<file path="config.mk">
export PLATFORM = sky130hd
export DESIGN_NAME = inst_axi_bridge
export DESIGN_NICKNAME = d
export VERILOG_FILES = /design/src/rtl/inst_axi_bridge_pkg.sv /design/src/rtl/inst_axi_bridge.sv
export SDC_FILE = /design/constraint.sdc
export NUM_CORES = 1
export LEC_CHECK = 0
export BUFFER_PORTS_ARGS = -buffer_cell sky130_fd_sc_hd__buf_2
export CAP_MARGIN = 20
export CORE_ASPECT_RATIO = 1.5
export CORE_MARGIN = 2
export CORE_UTILIZATION = 48
export DETAILED_ROUTE_END_ITERATION = 8
export PLACE_DENSITY = 0.85
export SYNTH_ARGS = -nofsm -noshare
export SYNTH_HDL_FRONTEND = slang
export SYNTH_SLANG_ARGS = --single-unit
</file>
<file path="constraint.sdc">
create_clock -name clk -period 2.2 [get_ports clk]
set_input_delay 0.22 -clock clk [delete_from_list [all_inputs] [get_ports clk]]
set_output_delay 0.22 -clock clk [all_outputs]
set_load 0.005 [all_outputs]
</file>
<file path="src/rtl/inst_axi_bridge_pkg.sv">
// Shared definitions for the instruction-fetch AXI read bridge:
// FSM state encoding and the fixed AXI read-address channel field values.
package inst_axi_bridge_pkg;

    typedef enum logic [1:0] {
        ST_IDLE = 2'd0,
        ST_AR   = 2'd1,
        ST_R    = 2'd2
    } bridge_state_t;

    // Every fetch is a single-beat read with ID 0.
    localparam logic [3:0] AXI_ARID       = 4'd0;
    localparam logic [7:0] AXI_ARLEN      = 8'd0;
    localparam logic [1:0] AXI_BURST_INCR = 2'b01;
    localparam logic [1:0] AXI_ARLOCK     = 2'b00;
    localparam logic [3:0] AXI_ARCACHE    = 4'd0;
    localparam logic [2:0] AXI_ARPROT     = 3'd0;

    // Widen the 2-bit SRAM-style size into the 3-bit AXI arsize field.
    function automatic logic [2:0] to_arsize(input logic [1:0] size);
        return {1'b0, size};
    endfunction

endpackage

</file>
<file path="src/rtl/inst_axi_bridge.sv">
// Instruction SRAM-like to AXI read bridge. One outstanding single-beat
// read; IDLE -> AR -> R -> IDLE. Optional fetch-cancel support is enabled
// with the INST_BRIDGE_CANCEL_EN macro: a cancelled fetch still finishes
// its AXI handshakes but its data is dropped instead of returned.
module inst_axi_bridge
    import inst_axi_bridge_pkg::*;
(
    input  logic        clk,
    input  logic        resetn,

    input  logic        inst_sram_en,
    input  logic [1:0]  inst_sram_size,
    input  logic [31:0] inst_sram_addr,
    output logic        inst_sram_addr_ok,
    output logic        inst_sram_data_ok,
    output logic [31:0] inst_sram_rdata,
    input  logic        fetch_cancel,

    output logic [3:0]  arid,
    output logic [31:0] araddr,
    output logic [7:0]  arlen,
    output logic [2:0]  arsize,
    output logic [1:0]  arburst,
    output logic [1:0]  arlock,
    output logic [3:0]  arcache,
    output logic [2:0]  arprot,
    output logic        arvalid,
    input  logic        arready,

    input  logic [3:0]  rid,
    input  logic [31:0] rdata,
    input  logic [1:0]  rresp,
    input  logic        rlast,
    input  logic        rvalid,
    output logic        rready
);

    bridge_state_t state;
    logic [31:0]   addr_q;
    logic [1:0]    size_q;
    logic [31:0]   rdata_q;
    logic          drop_now;

    // Response metadata is irrelevant for single-beat, single-ID reads.
    logic unused_resp;
    assign unused_resp = ^{rid, rresp, rlast};

`ifdef INST_BRIDGE_CANCEL_EN
    logic drop;
    // A cancel arriving together with the R beat drops that beat too.
    assign drop_now = drop | fetch_cancel;
`else
    logic unused_cancel;
    assign unused_cancel = fetch_cancel;
    assign drop_now = 1'b0;
`endif

    // Handshake outputs; all forced low while reset is asserted.
    assign inst_sram_addr_ok = resetn & (state == ST_IDLE) & inst_sram_en;
    assign arvalid           = resetn & (state == ST_AR);
    assign rready            = resetn & (state == ST_R);
    assign inst_sram_data_ok = rready & rvalid & ~drop_now;

    // Returned word passes straight through on data_ok, otherwise holds.
    assign inst_sram_rdata = inst_sram_data_ok ? rdata : rdata_q;

    // Constant / latched AR channel fields.
    assign arid    = AXI_ARID;
    assign araddr  = addr_q;
    assign arlen   = AXI_ARLEN;
    assign arsize  = to_arsize(size_q);
    assign arburst = AXI_BURST_INCR;
    assign arlock  = AXI_ARLOCK;
    assign arcache = AXI_ARCACHE;
    assign arprot  = AXI_ARPROT;

    // Bridge FSM: request latch, AR/R sequencing, drop flag and data hold.
    always_ff @(posedge clk) begin
        if (!resetn) begin
            state   <= ST_IDLE;
            addr_q  <= 32'd0;
            size_q  <= 2'd0;
            rdata_q <= 32'd0;
`ifdef INST_BRIDGE_CANCEL_EN
            drop    <= 1'b0;
`endif
        end else begin
            if (inst_sram_data_ok) begin
                rdata_q <= rdata;
            end
            case (state)
                ST_IDLE: begin
                    if (inst_sram_en) begin
                        addr_q <= inst_sram_addr;
                        size_q <= inst_sram_size;
                        state  <= ST_AR;
                    end
                end
                ST_AR: begin
`ifdef INST_BRIDGE_CANCEL_EN
                    if (fetch_cancel) begin
                        drop <= 1'b1;
                    end
`endif
                    if (arready) begin
                        state <= ST_R;
                    end
                end
                ST_R: begin
                    if (rvalid) begin
                        state <= ST_IDLE;
`ifdef INST_BRIDGE_CANCEL_EN
                        drop  <= 1'b0;
`endif
                    end else begin
`ifdef INST_BRIDGE_CANCEL_EN
                        if (fetch_cancel) begin
                            drop <= 1'b1;
                        end
`endif
                    end
                end
                default: begin
                    state <= ST_IDLE;
                end
            endcase
        end
    end

endmodule
</file>
# == Word level (Yosys, flattened, before mapping) ==
# Index checks and enable logic that the tools add are counted.
# op_classes
n_eq_ne,5
muxes,5
bitwise,5
n_reduce_logical,3
# ops
cell,count
two-way mux 32 bit,1
two-way mux 2 bit,3
"!= test 2 bit, second input constant",3
case mux 2 bit (3 select lines),1
AND 1 bit,5
AND reduction 3 bit,1
"== test 2 x 1 -> 1 bit, second input constant",1
"== test 2 bit, second input constant",1
logical NOT 2 bit,1
AND reduction 2 bit,1
# word_totals
register_bits,68
out_inout_bits,94
word_cells,22

# == Longest topological paths before layout ==
# depth
depth_word,4
ltp_mapped,5
depth_no_buf,3

# == Worst setup path after synthesis ==
# OpenSTA, ideal clock, no wires.
# synth_timing
path_kind,register to output
start,reg state[0]
end,out inst_sram_rdata[10]
arrival_ns,1.070
required_time_ns,1.980
path_slack_ns,0.910
stages_incl_launch_ff,4
path_cell_list,dfxtp_1 nand4b_4 buf_6 mux2_2
# synth_via
elab_chain_cells,4
# synth_lines
item,line,text
"start, declared",inst_axi_bridge.sv:38,bridge_state_t state;
"start signal, assigned",inst_axi_bridge.sv:80,state <= ST_IDLE;
"start signal, assigned",inst_axi_bridge.sv:96,state <= ST_AR;
"start signal, assigned",inst_axi_bridge.sv:106,state <= ST_R;
== test 2 bit,inst_axi_bridge.sv:61,assign rready = resetn & (state == ST_R);
AND 1 bit,inst_axi_bridge.sv:61,
AND 1 bit,inst_axi_bridge.sv:62,assign inst_sram_data_ok = rready & rvalid & ~drop_now;
two-way mux 32 bit,--,
"end, declared",inst_axi_bridge.sv:16,"output logic [31:0] inst_sram_rdata,"
# No other way between the ends.

# == Final worst setup path ==
# layout_timing
start,reg state[0]
end,out inst_sram_rdata[2]
# Same word-level chain as after synthesis.

==> flow_results.xml <==
<?xml version="1.0" encoding="UTF-8"?>
<metrics>
  <group name="status">
    <metric name="outcome" unit="">finished, final reports clean</metric>
  </group>
  <group name="clock_tree">
    <metric name="hold_buffers" unit="">0</metric>
    <metric name="ctsRootBufferMaster" unit="">clkbuf_8</metric>
    <metric name="clock_tree.htree_level_count" unit="">3</metric>
    <metric name="clk_pin_slew" unit="ns">0.07</metric>
    <metric name="total_clock_buffers_created_by_cts" unit="">9</metric>
    <metric name="clock_sink_count" unit="">68</metric>
    <metric name="cts_setup_buffers" unit="">0</metric>
    <metric name="clock_tree_from_tritoncts" unit="">built</metric>
    <metric name="postCtsResizedCells" unit="">0</metric>
    <metric name="clkLatencyLatePin" unit="ns">0.34</metric>
    <metric name="cts_max_path_buffers" unit="">2</metric>
  </group>
  <group name="timing">
    <metric name="maxClockFrequency" unit="GHz">0.519</metric>
    <metric name="post-route-min-period" unit="ns">1.93</metric>
    <metric name="setup_viol_count_final" unit="">0</metric>
    <metric name="final_min_period_over_clock_period" unit="%">87.6</metric>
    <metric name="drv_slew" unit="">0</metric>
    <metric name="final_hold_viol_count" unit="">0</metric>
    <metric name="actual_transition_at_the_worst_max_transition_pin" unit="ns">0.560</metric>
    <metric name="fin_skew" unit="ns">0.00472</metric>
    <metric name="timing.final.ws_setup" unit="ns">0.273</metric>
    <metric name="worst_slew_margin_rel" unit="%">62.7</metric>
    <metric name="fin_hold_ws" unit="ns">0.0881</metric>
    <metric name="rsz0062_at_grt" unit="">false</metric>
    <metric name="tns" unit="ns">0</metric>
  </group>
  <group name="route">
    <metric name="wire_length_on_met3" unit="um">445</metric>
    <metric name="antenna_left" unit="">0</metric>
    <metric name="route.top_layer_used" unit="">met4</metric>
    <metric name="routed_wire_length" unit="mm">6.51</metric>
    <metric name="drcViolationCount" unit="">0</metric>
    <metric name="avgViaCountPerCell" unit="">4.89</metric>
    <metric name="drt_iter0_drc" unit="">69</metric>
    <metric name="routed-via-count" unit="">2653</metric>
    <metric name="routed_wire_length_per_instance" unit="um">12.0</metric>
    <metric name="drtPass1Iterations" unit="">5</metric>
    <metric name="wl_met2" unit="mm">3.41</metric>
    <metric name="met1_layer_wirelength_in_the_final_routing" unit="mm">2.52</metric>
  </group>
  <group name="placed_design">
    <metric name="dp.final_hpwl" unit="mm">4.66</metric>
    <metric name="dpl_worst_slack" unit="ns">0.524</metric>
    <metric name="detailed_place.area" unit="mm^2">0.00377</metric>
    <metric name="placed_cells" unit="">527</metric>
    <metric name="io_buffer_count" unit="">140</metric>
    <metric name="place.gp.congestion" unit="">0.773</metric>
  </group>
  <group name="power_and_ir_drop">
    <metric name="power.leakage" unit="nW">2.03</metric>
    <metric name="powerDensity" unit="mW/mm^2">671</metric>
    <metric name="fin_total_pwr" unit="mW">2.67</metric>
    <metric name="worst_ir_drop_vdd" unit="mV">0.378</metric>
  </group>
  <group name="critical_path">
    <metric name="rrSetupSlack" unit="ns">0.55</metric>
    <metric name="reg2reg_from" unit="">state[1]</metric>
    <metric name="crit_required" unit="ns">1.98</metric>
    <metric name="crit_chain" unit="">nand4b_4, buf_12, mux2_2, buf_2</metric>
    <metric name="worstSetupPathType" unit="">flop to output pin</metric>
    <metric name="count_of_cells_along_the_worst_register_to_register_path" unit="">5</metric>
    <metric name="end_kind" unit="">output pin</metric>
    <metric name="reg2reg_to" unit="">rdata_q[2]</metric>
    <metric name="cp_data_arrival_time" unit="ns">1.71</metric>
    <metric name="slowest_delay" unit="ns">0.45</metric>
    <metric name="worst_setup_path_start_kind" unit="">flop</metric>
    <metric name="timing.critical_path.slowest_stage_cell" unit="">dfxtp_1</metric>
    <metric name="crit_fanout" unit="">33</metric>
  </group>
  <group name="die">
    <metric name="floorplan.io_pins" unit="">173</metric>
    <metric name="fp.coreArea" unit="mm^2">0.00649</metric>
    <metric name="die_w" unit="um">70.5</metric>
    <metric name="floorplan.initialDensity" unit="%">49.2</metric>
    <metric name="rows" unit="">36</metric>
    <metric name="fp.dieArea" unit="mm^2">0.00732</metric>
    <metric name="die-height" unit="um">104</metric>
  </group>
  <group name="global_route">
    <metric name="grt_max_degree" unit="">57</metric>
    <metric name="grtUsageTotal" unit="%">17.7</metric>
    <metric name="grt_pass1_vias" unit="">2409</metric>
    <metric name="grt_pass1_wl" unit="mm">10.4</metric>
    <metric name="grt_antenna_before_repair" unit="">0</metric>
    <metric name="gr-total-overflow" unit="">0</metric>
  </group>
  <group name="layout">
    <metric name="finish.utilization" unit="%">61.3</metric>
    <metric name="drive_above_1_share" unit="%">41.8</metric>
    <metric name="num_antenna_cells" unit="">0</metric>
    <metric name="multi_input_area" unit="mm^2">0.00155</metric>
    <metric name="mostFrequentLayoutCells" unit="">buf_2 (140), nand2_1 (100), dfxtp_1 (68)</metric>
    <metric name="area_growth" unit="%">24.7</metric>
    <metric name="nets" unit="">541</metric>
    <metric name="instances_no_fill" unit="">543</metric>
    <metric name="final_area" unit="mm^2">0.00398</metric>
    <metric name="final_common_cell" unit="">buf_2</metric>
    <metric name="regArea" unit="mm^2">0.00136</metric>
    <metric name="layout_filler_cell_count" unit="">542</metric>
  </group>
  <group name="worst_hold_path">
    <metric name="hp-class" unit="">primary input to flop</metric>
    <metric name="critical_hold_path_startpoint" unit="">rdata[24]</metric>
    <metric name="whs_path_depth" unit="">2</metric>
    <metric name="min_delay_worst_endpoint" unit="">rdata_q[24]</metric>
  </group>
  <group name="synthesis">
    <metric name="yosysWarnings" unit="">0</metric>
    <metric name="postSynthRegisterBits" unit="">68</metric>
    <metric name="synth_sequential_area_ratio" unit="%">42.7</metric>
    <metric name="synth.cell_area" unit="mm^2">0.00319</metric>
    <metric name="post-synth-top-area-fraction" unit="%">42.7</metric>
    <metric name="syn-mean-instance-area" unit="um^2">9.57</metric>
    <metric name="synth_area_leaders" unit="">dfxtp_1 (43%), nand2_1 (12%), mux2i_1 (11%)</metric>
    <metric name="post-synth-top-area-cell" unit="">dfxtp_1</metric>
    <metric name="syn_inst" unit="">333</metric>
    <metric name="synth_cell_type_count" unit="">23</metric>
  </group>
  <group name="job">
    <metric name="max_cap_violations" unit="">0</metric>
  </group>
</metrics>
-- Yosys cell counts (all sizes together) --
master / n
nand4b: 1
dfxtp: 68
conb: 2
o2bb2ai: 32
nand2b: 3
nor2: 2
mux2: 32
and3b: 1
inv: 2
a21oi: 1
nand3b: 1
or3b: 1
and3: 1
nor3b: 1
buf: 46
clkbuf: 4
mux2i: 34
nand2: 100
a21boi: 1
-- cell families (layout without fill, tap and decap cells) --
kind of cell           count (synthesis)  count (layout)  synth area share (%)
AOI/OAI and AO/OA                     34              34                  9.18
buffers and inverters                 52             164                  11.3
DFF                                   68              68                  42.7
muxes                                 66              66                  22.0
other                                  2              24                 0.236
and+or+nand+nor                      111             111                  14.6
-- registers in the layout, indices dropped and copies added (netlist names) --
name,count
araddr,32
rdata_q,32
size_q,2
state,2
-- routing by layer --
layer	GRT usage (%)	vias up
li1	-	1331
met2	32.7	107
met3	4.77	12
met1	17.8	1203
met5	0	-
met4	8.49	0
-- critical path: cells and delay by family, from the launching register on --
family                 cells  cell delay [ns]
flip-flops                 1             0.45
multiplexers               1             0.36
AND/OR/NAND/NOR            1             0.20
buffers and inverters      2             0.33
-- worst max-delay path by stage --
| stage | from | endpoint | cells past startpoint |
|---|---|---|---|
| floorplan | state[0] | inst_sram_rdata[10] | 3 |
| global placement | state[1] | rdata_q[11] | 5 |
| detailed placement | resetn | araddr[3] | 5 |
| CTS | state[0] | inst_sram_rdata[4] | 4 |
| global route | state[0] | inst_sram_rdata[4] | 4 |
| finish | state[0] | inst_sram_rdata[2] | 4 |
-- power breakdown --
part	internal [mW]	total [mW]	switching, mW
clock network	0.577	1.04	0.460
logic	0.156	0.313	0.156
registers	1.29	1.32	0.0300
total	2.02	2.67	0.646
-- layout make-up --
class | count | share of cell area (%)
multi-input cells | 235 | 39.0
well taps | 76 | 2.39
repair buffers | 146 | 19.1
clock buffers | 11 | 3.81
inverters | 2 | 0.189
flip-flops and latches | 68 | 34.2
clock inverters | 5 | 1.26
Note: power is estimated with default switching activity, not from simulation.
